<file path="config.mk">
export PLATFORM = sky130hd
export DESIGN_NAME = fmul_arbiter
export DESIGN_NICKNAME = d
export VERILOG_FILES = /design/src/rtl/fmul_arbiter.sv
export SDC_FILE = /design/constraint.sdc
export NUM_CORES = 1
export LEC_CHECK = 0
export CORE_AREA = 5 5 155 157
export DETAILED_ROUTE_END_ITERATION = 16
export DIE_AREA = 0 0 160 162
export PLACE_DENSITY = 0.73
export SKIP_CTS_REPAIR_TIMING = 1
export SLEW_MARGIN = 20
export SYNTH_ARGS = -nofsm -noshare
export SYNTH_HDL_FRONTEND = slang
export SYNTH_SLANG_ARGS = --single-unit
</file>
<file path="constraint.sdc">
create_clock -name clk_in -period 2.68 [get_ports clk_in]
set_input_delay 0.536 -clock clk_in [delete_from_list [all_inputs] [get_ports clk_in]]
set_output_delay 0.536 -clock clk_in [all_outputs]
set_load 0.01 [all_outputs]
</file>
<file path="src/rtl/fmul_arbiter.sv">
// Shares one pipelined float32 multiplier among NUM_REQ requesters using round-robin issue,
// and routes each product back to its owner through an in-order tag FIFO.
module fmul_arbiter #(
  parameter int NUM_REQ = 4,
  parameter int DEPTH   = 16
) (
  input  logic                     clk_in,
  input  logic                     rst_in,
  input  logic [NUM_REQ-1:0]       req_valid_in,
  input  logic [NUM_REQ-1:0][31:0] req_a_in,
  input  logic [NUM_REQ-1:0][31:0] req_b_in,
  output logic [NUM_REQ-1:0]       req_ready_out,
  output logic [31:0]              mult_a_out,
  output logic [31:0]              mult_b_out,
  output logic                     mult_v_out,
  input  logic [31:0]              mult_data_in,
  input  logic                     mult_v_in,
  output logic [31:0]              resp_data_out,
  output logic [NUM_REQ-1:0]       resp_valid_out,
  output logic                     busy_out,
  output logic                     err_out
);

  localparam int IDXW = (NUM_REQ > 1) ? $clog2(NUM_REQ) : 1;
  localparam int PTRW = (DEPTH > 1) ? $clog2(DEPTH) : 1;
  localparam logic [IDXW-1:0] LAST_IDX   = IDXW'(NUM_REQ - 1);
  localparam logic [PTRW-1:0] PTR_LAST   = PTRW'(DEPTH - 1);
  localparam logic [PTRW:0]   FULL_COUNT = (PTRW + 1)'(DEPTH);

  logic [IDXW-1:0] lastGrant_q, lastGrant_d;
  logic [IDXW-1:0] tagMem_q [DEPTH];
  logic [PTRW-1:0] wrPtr_q, wrPtr_d;
  logic [PTRW-1:0] rdPtr_q, rdPtr_d;
  logic [PTRW:0]   count_q, count_d;
  logic            multV_q, multV_d;
  logic [31:0]     multA_q, multA_d;
  logic [31:0]     multB_q, multB_d;
  logic            err_q, err_d;

  logic            grantFound;
  logic [IDXW-1:0] grantIdx;
  logic            fifoFull;
  logic            pushEn;
  logic            popEn;
  logic [IDXW-1:0] headTag;

  // Round-robin search starting one past the last requester that actually transferred.
  always_comb begin
    int cand;
    cand       = 0;
    grantFound = 1'b0;
    grantIdx   = '0;
    for (int k = 1; k <= NUM_REQ; k++) begin
      cand = (int'(lastGrant_q) + k) % NUM_REQ;
      if (!grantFound && req_valid_in[cand[IDXW-1:0]]) begin
        grantFound = 1'b1;
        grantIdx   = cand[IDXW-1:0];
      end
    end
  end

  assign fifoFull = (count_q == FULL_COUNT);
  assign pushEn   = grantFound && !fifoFull && !rst_in;
  assign popEn    = mult_v_in && (count_q != '0) && !rst_in;
  assign headTag  = tagMem_q[rdPtr_q];

  always_comb begin
    req_ready_out = '0;
    if (pushEn) req_ready_out[grantIdx] = 1'b1;
  end

  always_comb begin
    resp_valid_out = '0;
    if (popEn) resp_valid_out[headTag] = 1'b1;
  end

  assign resp_data_out = mult_data_in;
  assign mult_v_out    = multV_q;
  assign mult_a_out    = multA_q;
  assign mult_b_out    = multB_q;
  assign err_out       = err_q;
  assign busy_out      = (count_q != '0) | multV_q;

  // A pop in the same cycle as a push leaves the count unchanged; full is judged on the old count.
  always_comb begin
    lastGrant_d = pushEn ? grantIdx : lastGrant_q;
    wrPtr_d     = wrPtr_q;
    rdPtr_d     = rdPtr_q;
    if (pushEn) wrPtr_d = (wrPtr_q == PTR_LAST) ? '0 : wrPtr_q + PTRW'(1);
    if (popEn)  rdPtr_d = (rdPtr_q == PTR_LAST) ? '0 : rdPtr_q + PTRW'(1);
    count_d     = count_q + (PTRW + 1)'(pushEn) - (PTRW + 1)'(popEn);
    multV_d     = pushEn;
    multA_d     = pushEn ? req_a_in[grantIdx] : multA_q;
    multB_d     = pushEn ? req_b_in[grantIdx] : multB_q;
    err_d       = err_q | (mult_v_in && (count_q == '0));
  end

  always_ff @(posedge clk_in or posedge rst_in) begin
    if (rst_in) begin
      lastGrant_q <= LAST_IDX;
      wrPtr_q     <= '0;
      rdPtr_q     <= '0;
      count_q     <= '0;
      multV_q     <= 1'b0;
      multA_q     <= '0;
      multB_q     <= '0;
      err_q       <= 1'b0;
    end else begin
      lastGrant_q <= lastGrant_d;
      wrPtr_q     <= wrPtr_d;
      rdPtr_q     <= rdPtr_d;
      count_q     <= count_d;
      multV_q     <= multV_d;
      multA_q     <= multA_d;
      multB_q     <= multB_d;
      err_q       <= err_d;
    end
  end

  // Tag storage needs no reset: entries are only read between a push and its pop.
  always_ff @(posedge clk_in) begin
    if (pushEn) tagMem_q[wrPtr_q] <= grantIdx;
  end

  readyOneHot: assert property (@(posedge clk_in) disable iff (rst_in) $onehot0(req_ready_out));
  respOneHot:  assert property (@(posedge clk_in) disable iff (rst_in) $onehot0(resp_valid_out));

endmodule

</file>
Word-level counts from Yosys, hierarchy flattened

Memory sizes are Yosys's and may differ from the RTL's.
Index checks and enable logic that the tools add are counted.

Register bits: 81
Bits in writable memories: 32
Memories kept: 1

Add/sub/neg operators: 8
$lt $le $gt $ge: 8
Equal/unequal tests: 3
Multiplexer cells: 30
Bitwise gates (word level): 2
Reduce and logical (&&, ||, !) cells: 17

Memories:

| name     | depth | width | rd ports | clocked after Yosys merged registers in | write ports | RTL line | RTL |
|---|---|---|---|---|---|---|---|
| tagMem_q | 16    | 2     | 1        | 0                                       | 1           | 31       | `logic [IDXW-1:0] tagMem_q [DEPTH];` |

Operators by type and width:

| kind                | number |
|---|---|
| $bmux 32 s2         | 2 |
| $mux 32             | 2 |
| $lt 2x3->1 const B  | 6 |
| $mux 4              | 4 |
| $mux 1              | 12 |
| $logic_and 1x1->1   | 10 |
| $add 4x1->4 const B | 2 |
| $bmux 1 s2          | 4 |
| $eq 4x4->1 const B  | 2 |
| $mux 2              | 4 |
| $add 5x1->5         | 1 |
| $eq 5x5->1 const B  | 1 |
| $logic_not 1->1     | 5 |
| $logic_not 5->1     | 1 |
| $reduce_bool 5->1   | 1 |
| $sub 5x1->5         | 1 |
| $add 2x1->2 const B | 2 |
| $add 2x2->2 const B | 2 |
| $demux 1 s2         | 2 |
| $ge 2x1->1 const B  | 2 |
| $or 1x1->1          | 2 |

Longest topological paths before layout

Word-level depth: 18
Mapped depth: 14
Depth with buffers taken out: 12

Least setup slack after synthesis

Ideal clock, no wire load.

Kind: reg-to-reg
From: register count_q[2]
To: register count_q[4]
Library setup time: 123 ps
Arrival time: 2588 ps
Required time: 2557 ps
Slack: -31 ps
Cell stages (with the launch flop): 15
Path buffers: 2
Clock period less this slack: 2711 ps
Path through: dfrtp_1 inv_1 ha_1 nor4bb_1 or3_1 buf_2 clkbuf_1 ha_1 inv_1 ha_1 fa_1 a21oi_1 nor2_1 nor2_1 xnor2_1

Longest elaborated chain between the ends: 6

RTL lines:

| what                           | RTL line | RTL |
|---|---|---|
| from (decl)                    | 34       | `logic [PTRW:0] count_q, count_d;` |
| from (signal assigned)         | 112      | `count_q <= count_d;` |
| $eq 5x5->1                     | 62       | `assign fifoFull = (count_q == FULL_COUNT);` |
| $logic_not 1->1                | 63       | `assign pushEn = grantFound && !fifoFull && !rst_in;` |
| $logic_and 1x1->1 (2 in a row) | 63       |  |
| $add 5x1->5                    | 91       | `count_d = count_q + (PTRW + 1)'(pushEn) - (PTRW + 1)'(popEn);` |
| $sub 5x1->5 *                  | 91       |  |
| net count_d[4]                 | 34       |  |

Mark *: on every way through the listed nets, which the timed path passes. The rest lies on a longest branch.
A chain may end at the register's enable or synchronous reset.

Worst setup path after layout

From: register rdPtr_q[1]
To: output port resp_valid_out[2]

Longest elaborated chain between the ends: 6

RTL lines:

| what                                                           | RTL line | RTL |
|---|---|---|
| from (decl)                                                    | 33       | `logic [PTRW-1:0] rdPtr_q, rdPtr_d;` |
| from (signal assigned)                                         | 111      | `rdPtr_q <= rdPtr_d;` |
| $mem_v2 16x2 *                                                 | --       |  |
| $lt 2x3->1 (implied by the code) or $ge 2x1->1 (tied branches) | 74       | `if (popEn) resp_valid_out[headTag] = 1'b1;` |
| $logic_and 1x1->1 (implied by the code)                        | 74       |  |
| $mux 1 (implied by the code)                                   | 74       |  |
| $demux 1 s2 *                                                  | 74       |  |
| $mux 4 *                                                       | 74       |  |
| to (decl)                                                      | 19       | `output logic [NUM_REQ-1:0] resp_valid_out,` |

Mark *: on every way between the ends. The rest lies on a longest branch, timed or not.

==> results_tabular.tex <==
\begin{tabular}{lr}
\hline
Metric & Value \\
\hline
\multicolumn{2}{l}{\textbf{Worst setup path}} \\
\quad Setup slack, reg-to-reg & 0.21 ns \\
\quad Worst setup startpoint & rdPtr\_q[1]\$\_DFFE\_PP0P\_ \\
\quad Stages on the worst setup path & 5 \\
\quad Kind of capture point of the worst setup path & output port \\
\quad CP Class & flop to output port \\
\quad Worst Path Max Fanout & 4 \\
\quad Crit path launch type & flop \\
\quad Kind of cell adding the most delay to the critical path & multiplexers \\
\quad Logic depth of the worst register-to-register path & 12 \\
\quad Slowest cell on the critical path & mux4\_2 \\
\quad Required time at the worst-slack endpoint & 2.14 ns \\
\quad Worst flop-to-flop path endpoint & count\_q[4]\$\_DFF\_PP0\_ \\
\quad Sum of buffers and inverters on the critical path & 2 \\
\quad Maximum cell stage delay along the critical path & 0.56 ns \\
\quad Chain of cells forming the critical path & mux4\_2 -> mux2i\_4 -> inv\_2 -> o32ai\_2 -> buf\_2 \\
\quad Data arrival time at the worst-slack endpoint & 2.09 ns \\
\quad Crit Reg-Reg Startpoint & count\_q[3]\$\_DFF\_PP0\_ \\
\multicolumn{2}{l}{\textbf{Timing}} \\
\quad Final worst path period need & 2.625 ns \\
\quad Worst hold slack after final layout & 0.4626 ns \\
\quad Period utilization & 97.94\% \\
\quad Transition time of the tightest slew-check pin & 0.9383 ns \\
\quad Final setup viols & 0 \\
\quad Worst Clk Skew & 0.009020 ns \\
\quad Final Hold Viols & 0 \\
\quad Final worst setup slack & 0.05526 ns \\
\quad Setup repair after global routing missed its margin & yes \\
\quad Number of max-slew violations in the final report & 0 \\
\quad Fmax & approximately 0.38 GHz \\
\quad Max transition margin & around 37\% \\
\quad Aggregate negative setup slack & 0 ns \\
\multicolumn{2}{l}{\textbf{Placement}} \\
\quad Count of input and output buffers & 337 \\
\quad Weighted congestion reported at the end of routability-driven placement & 0.8691 \\
\quad Final HPWL from detailed placement & 21220 um \\
\quad Placed instance area & about 11000 um\^{}2 \\
\quad Place WS & -0.4849 ns \\
\multicolumn{2}{l}{\textbf{CTS}} \\
\quad Buffers from clock root to sink, at most & 2 \\
\quad Maximum level of the CTS H-tree & 4 \\
\quad Clock-pin slew reported for the worst setup and hold paths after clock tree synthesis & roughly 0.060 ns \\
\quad Buffer cell driving the clock tree root & clkbuf\_16 \\
\quad Cts bufs inserted & 17 \\
\quad Clock tree from TritonCTS & yes \\
\quad Clock Latency Late Sink & 0.42 ns \\
\quad TritonCTS Sinks & 113 \\
\multicolumn{2}{l}{\textbf{Logic synthesis}} \\
\quad Dominant cell by count in the synthesized netlist & dfrtp\_1 \\
\quad Synth top area share & 28.99\% \\
\quad Most area-hungry cell type in the Yosys netlist & dfrtp\_1 \\
\quad Async S/R FF share, synth & approximately 72\% \\
\quad Syn Inst Count & 705 \\
\quad Flip-flop cell with the highest count after synthesis & dfrtp\_1 \\
\quad Adder and majority cell fraction of the synthesized area & 2.312\% \\
\quad Most frequent cells after synthesis & 79 x dfrtp\_1, 75 x nor2\_1, 73 x a21oi\_1, 65 x a31oi\_1, 64 x a221oi\_1 \\
\quad Number of register bits inferred by synthesis & 113 \\
\quad Synthesis warning total & 0 \\
\quad Count of distinct cell types in the synthesized netlist & 47 \\
\quad Synthesized-area fraction occupied by and/or/nand/nor cells & 16.42\% \\
\quad Main area contributors after synthesis & dfrtp\_1 29\%, edfxtp\_1 14\%, a221oi\_1 8.2\% \\
\quad Sequential fraction of the synthesis area & 43.85\% \\
\quad Dominant combinational cell family by area after synthesis & compound AO/OA/AOI/OAI gates \\
\quad Share of synthesized area spent on multiplexers & 3.706\% \\
\quad XOR/XNOR Fraction of Synth Area & 0.7705\% \\
\quad Synthesized-area fraction occupied by ao, oa, aoi and oai cells & 22.05\% \\
\quad Synthesized cell area & 6820 um\^{}2 \\
\quad Post-synthesis area per instance & just under 10 um\^{}2 \\
\quad Synthesized Nets & 1012 \\
\quad Number of enable flip-flop cells after synthesis & 32 \\
\multicolumn{2}{l}{\textbf{GRT}} \\
\quad Combined global-route utilization of all metal layers & about 21\% \\
\quad GRT Residual Overflow & 0 \\
\quad Global-route wire length before repair & 43700 um \\
\quad Number of global-route vias before repair & $\sim$7500 \\
\quad Largest net degree at the start of global routing & 76 \\
\quad Antenna violations before repair & 3 \\
\multicolumn{2}{l}{\textbf{Status}} \\
\quad Run status & complete, no violations \\
\multicolumn{2}{l}{\textbf{Finish}} \\
\quad Synth-to-layout area growth & 65.77\% \\
\quad Ratio of cells with drive above 1 in the final layout & 15.81\% \\
\quad Total non-filler cell area in the finished layout & between 10000 and 15000 um\^{}2 \\
\quad Storage cell area & about 3000 um\^{}2 \\
\quad Fill count & 2043 \\
\quad Final Net Count & 1331 \\
\quad Multi-input gate area in the final layout & 3276 um\^{}2 \\
\multicolumn{2}{l}{\textbf{Power}} \\
\quad Net switching power of the design & 3.874 mW \\
\quad Switching share of power & between 30\% and 40\% \\
\quad Int Power & 6.264 mW \\
\quad Clock network power share & 22.8\% \\
\quad Static power due to leakage & 4.359 nW \\
\quad Power share of the sequential group & between 20 and 30\% \\
\quad Peak supply drop & 0.4037 mV \\
\quad Power density normalized to cell area & 896.7 nW/um\^{}2 \\
\quad Combinational group share of total power & 49.3\% \\
\multicolumn{2}{l}{\textbf{Floorplan}} \\
\quad Area of the die & 25920 um\^{}2 \\
\quad Die outline width & approximately 160 um \\
\quad Chip Height & approximately 160 um \\
\quad Core region area & 22370 um\^{}2 \\
\quad Ports & approximately 400 \\
\quad Site row count & 55 \\
\quad Starting density of the core & a little under a third \\
\multicolumn{2}{l}{\textbf{Route}} \\
\quad DR vias/cell & about 5.5 \\
\quad DRC errors left & 0 \\
\quad DR vias & 7249 \\
\quad Wire length after detailed routing & 29200 um \\
\quad Initial DRC count & 458 \\
\quad Detailed-router iteration count before antenna repair & 8 \\
\quad Wire per inst & 22.04 um \\
\quad Final ANT Viol Nets & 0 \\
\multicolumn{2}{l}{\textbf{Run}} \\
\quad Max capacitance violation total & 0 \\
\multicolumn{2}{l}{\textbf{Min path}} \\
\quad Min-delay worst type & primary input to asynchronous set/reset pin \\
\hline
\end{tabular}
## layer usage
| layer | share of wire (%) | routed length (um) | GRT usage, % |
|---|---|---|---|
| met5 | 0 | 0 | 0 |
| met4 | 2.9 | 834 | 7.391 |
| met3 | 9.1 | 2649 | 6.851 |
| met1 | 39 | 11280 | 25.81 |
| met2 | 49 | 14440 | 36.51 |
## power by group through the flow
stage	Combinational [mW]	Clock, mW	Sequential (mW)
floorplan	2.30	0	2.89
detailed placement	4.78	0	2.82
finish	5.00	2.32	2.83
CTS	4.80	2.37	2.80
global placement	4.70	0	2.80
global route	5.39	2.44	2.90
## registers in the layout, summed over array words and instances (netlist names)
signal	cells
err_out	1
lastGrant_q	2
wrPtr_q	4
rdPtr_q	4
mult_v_out	1
count_q	5
tagMem_q	32
mult_b_out	32
mult_a_out	32
## placed cells by master, fill, tap and decap left out, drive strengths merged, types with 33 or more instances in the layout
cell type      synthesis  final
clkdlybuf4s50          0    326
a221oi                64     64
buf                   65     69
nor4                  33     33
a31oi                 65     65
a21oi                 73     73
nor2                  75     75
nor4b                 33     33
dfrtp                 79     79
inv                   47     53
## area by class of cell
| cell class | instances | area share [%] |
|---|---|---|
| Tap cell | 285 | 3.154 |
| Clock inverter | 15 | 1.527 |
| Sequential cell | 113 | 26.47 |
| Timing Repair Buffer | 402 | 34.47 |
| Inverter | 47 | 1.571 |
| Clock buffer | 17 | 3.763 |
| Antenna cell | 3 | 0.06640 |
| Multi-Input combinational cell | 443 | 28.97 |
## metrics by stage
step                      total power [mW]  util [%]  std cells
after floorplan                      5.182         -        705
after global placement               7.497     47.24       1288
after detailed placement             7.597     47.24       1288
after CTS                            9.964     49.91       1320
after global routing                 10.74     50.55       1325
final                                10.14     50.55       1325
## cell families after synthesis
kind of cell	count (synthesis)
DFF	113
muxes	15
adders and majority gates	12
and+or+nand+nor	185
xor gates and xnor gates	6
buffers and inverters	149
AOI/OAI and AO/OA	225
## worst max path at each step
stage / slack [ns] / to
3_3_place_gp: -0.46 / req_ready_out[3]
5_1_grt: -0.05 / resp_valid_out[2]
2_1_floorplan: 0.002 / count_q[4]$_DFF_PP0_
6_report: 0.06 / resp_valid_out[2]
3_5_place_dp: -0.48 / req_ready_out[3]
4_1_cts: -0.63 / resp_valid_out[2]
## worst register-to-register path, stage by stage (launching register included)
cell and delay [ns]:
dfrtp_1 0.37, inv_2 0.06, ha_4 0.16, nor4bb_1 0.12, or3_4 0.41, ha_1 0.29, inv_1 0.04, ha_1 0.20
fa_2 0.36, a21oi_2 0.12, nor2_1 0.04, nor2_1 0.11, xnor2_1 0.12
Note: power is estimated with default switching activity, not from simulation.
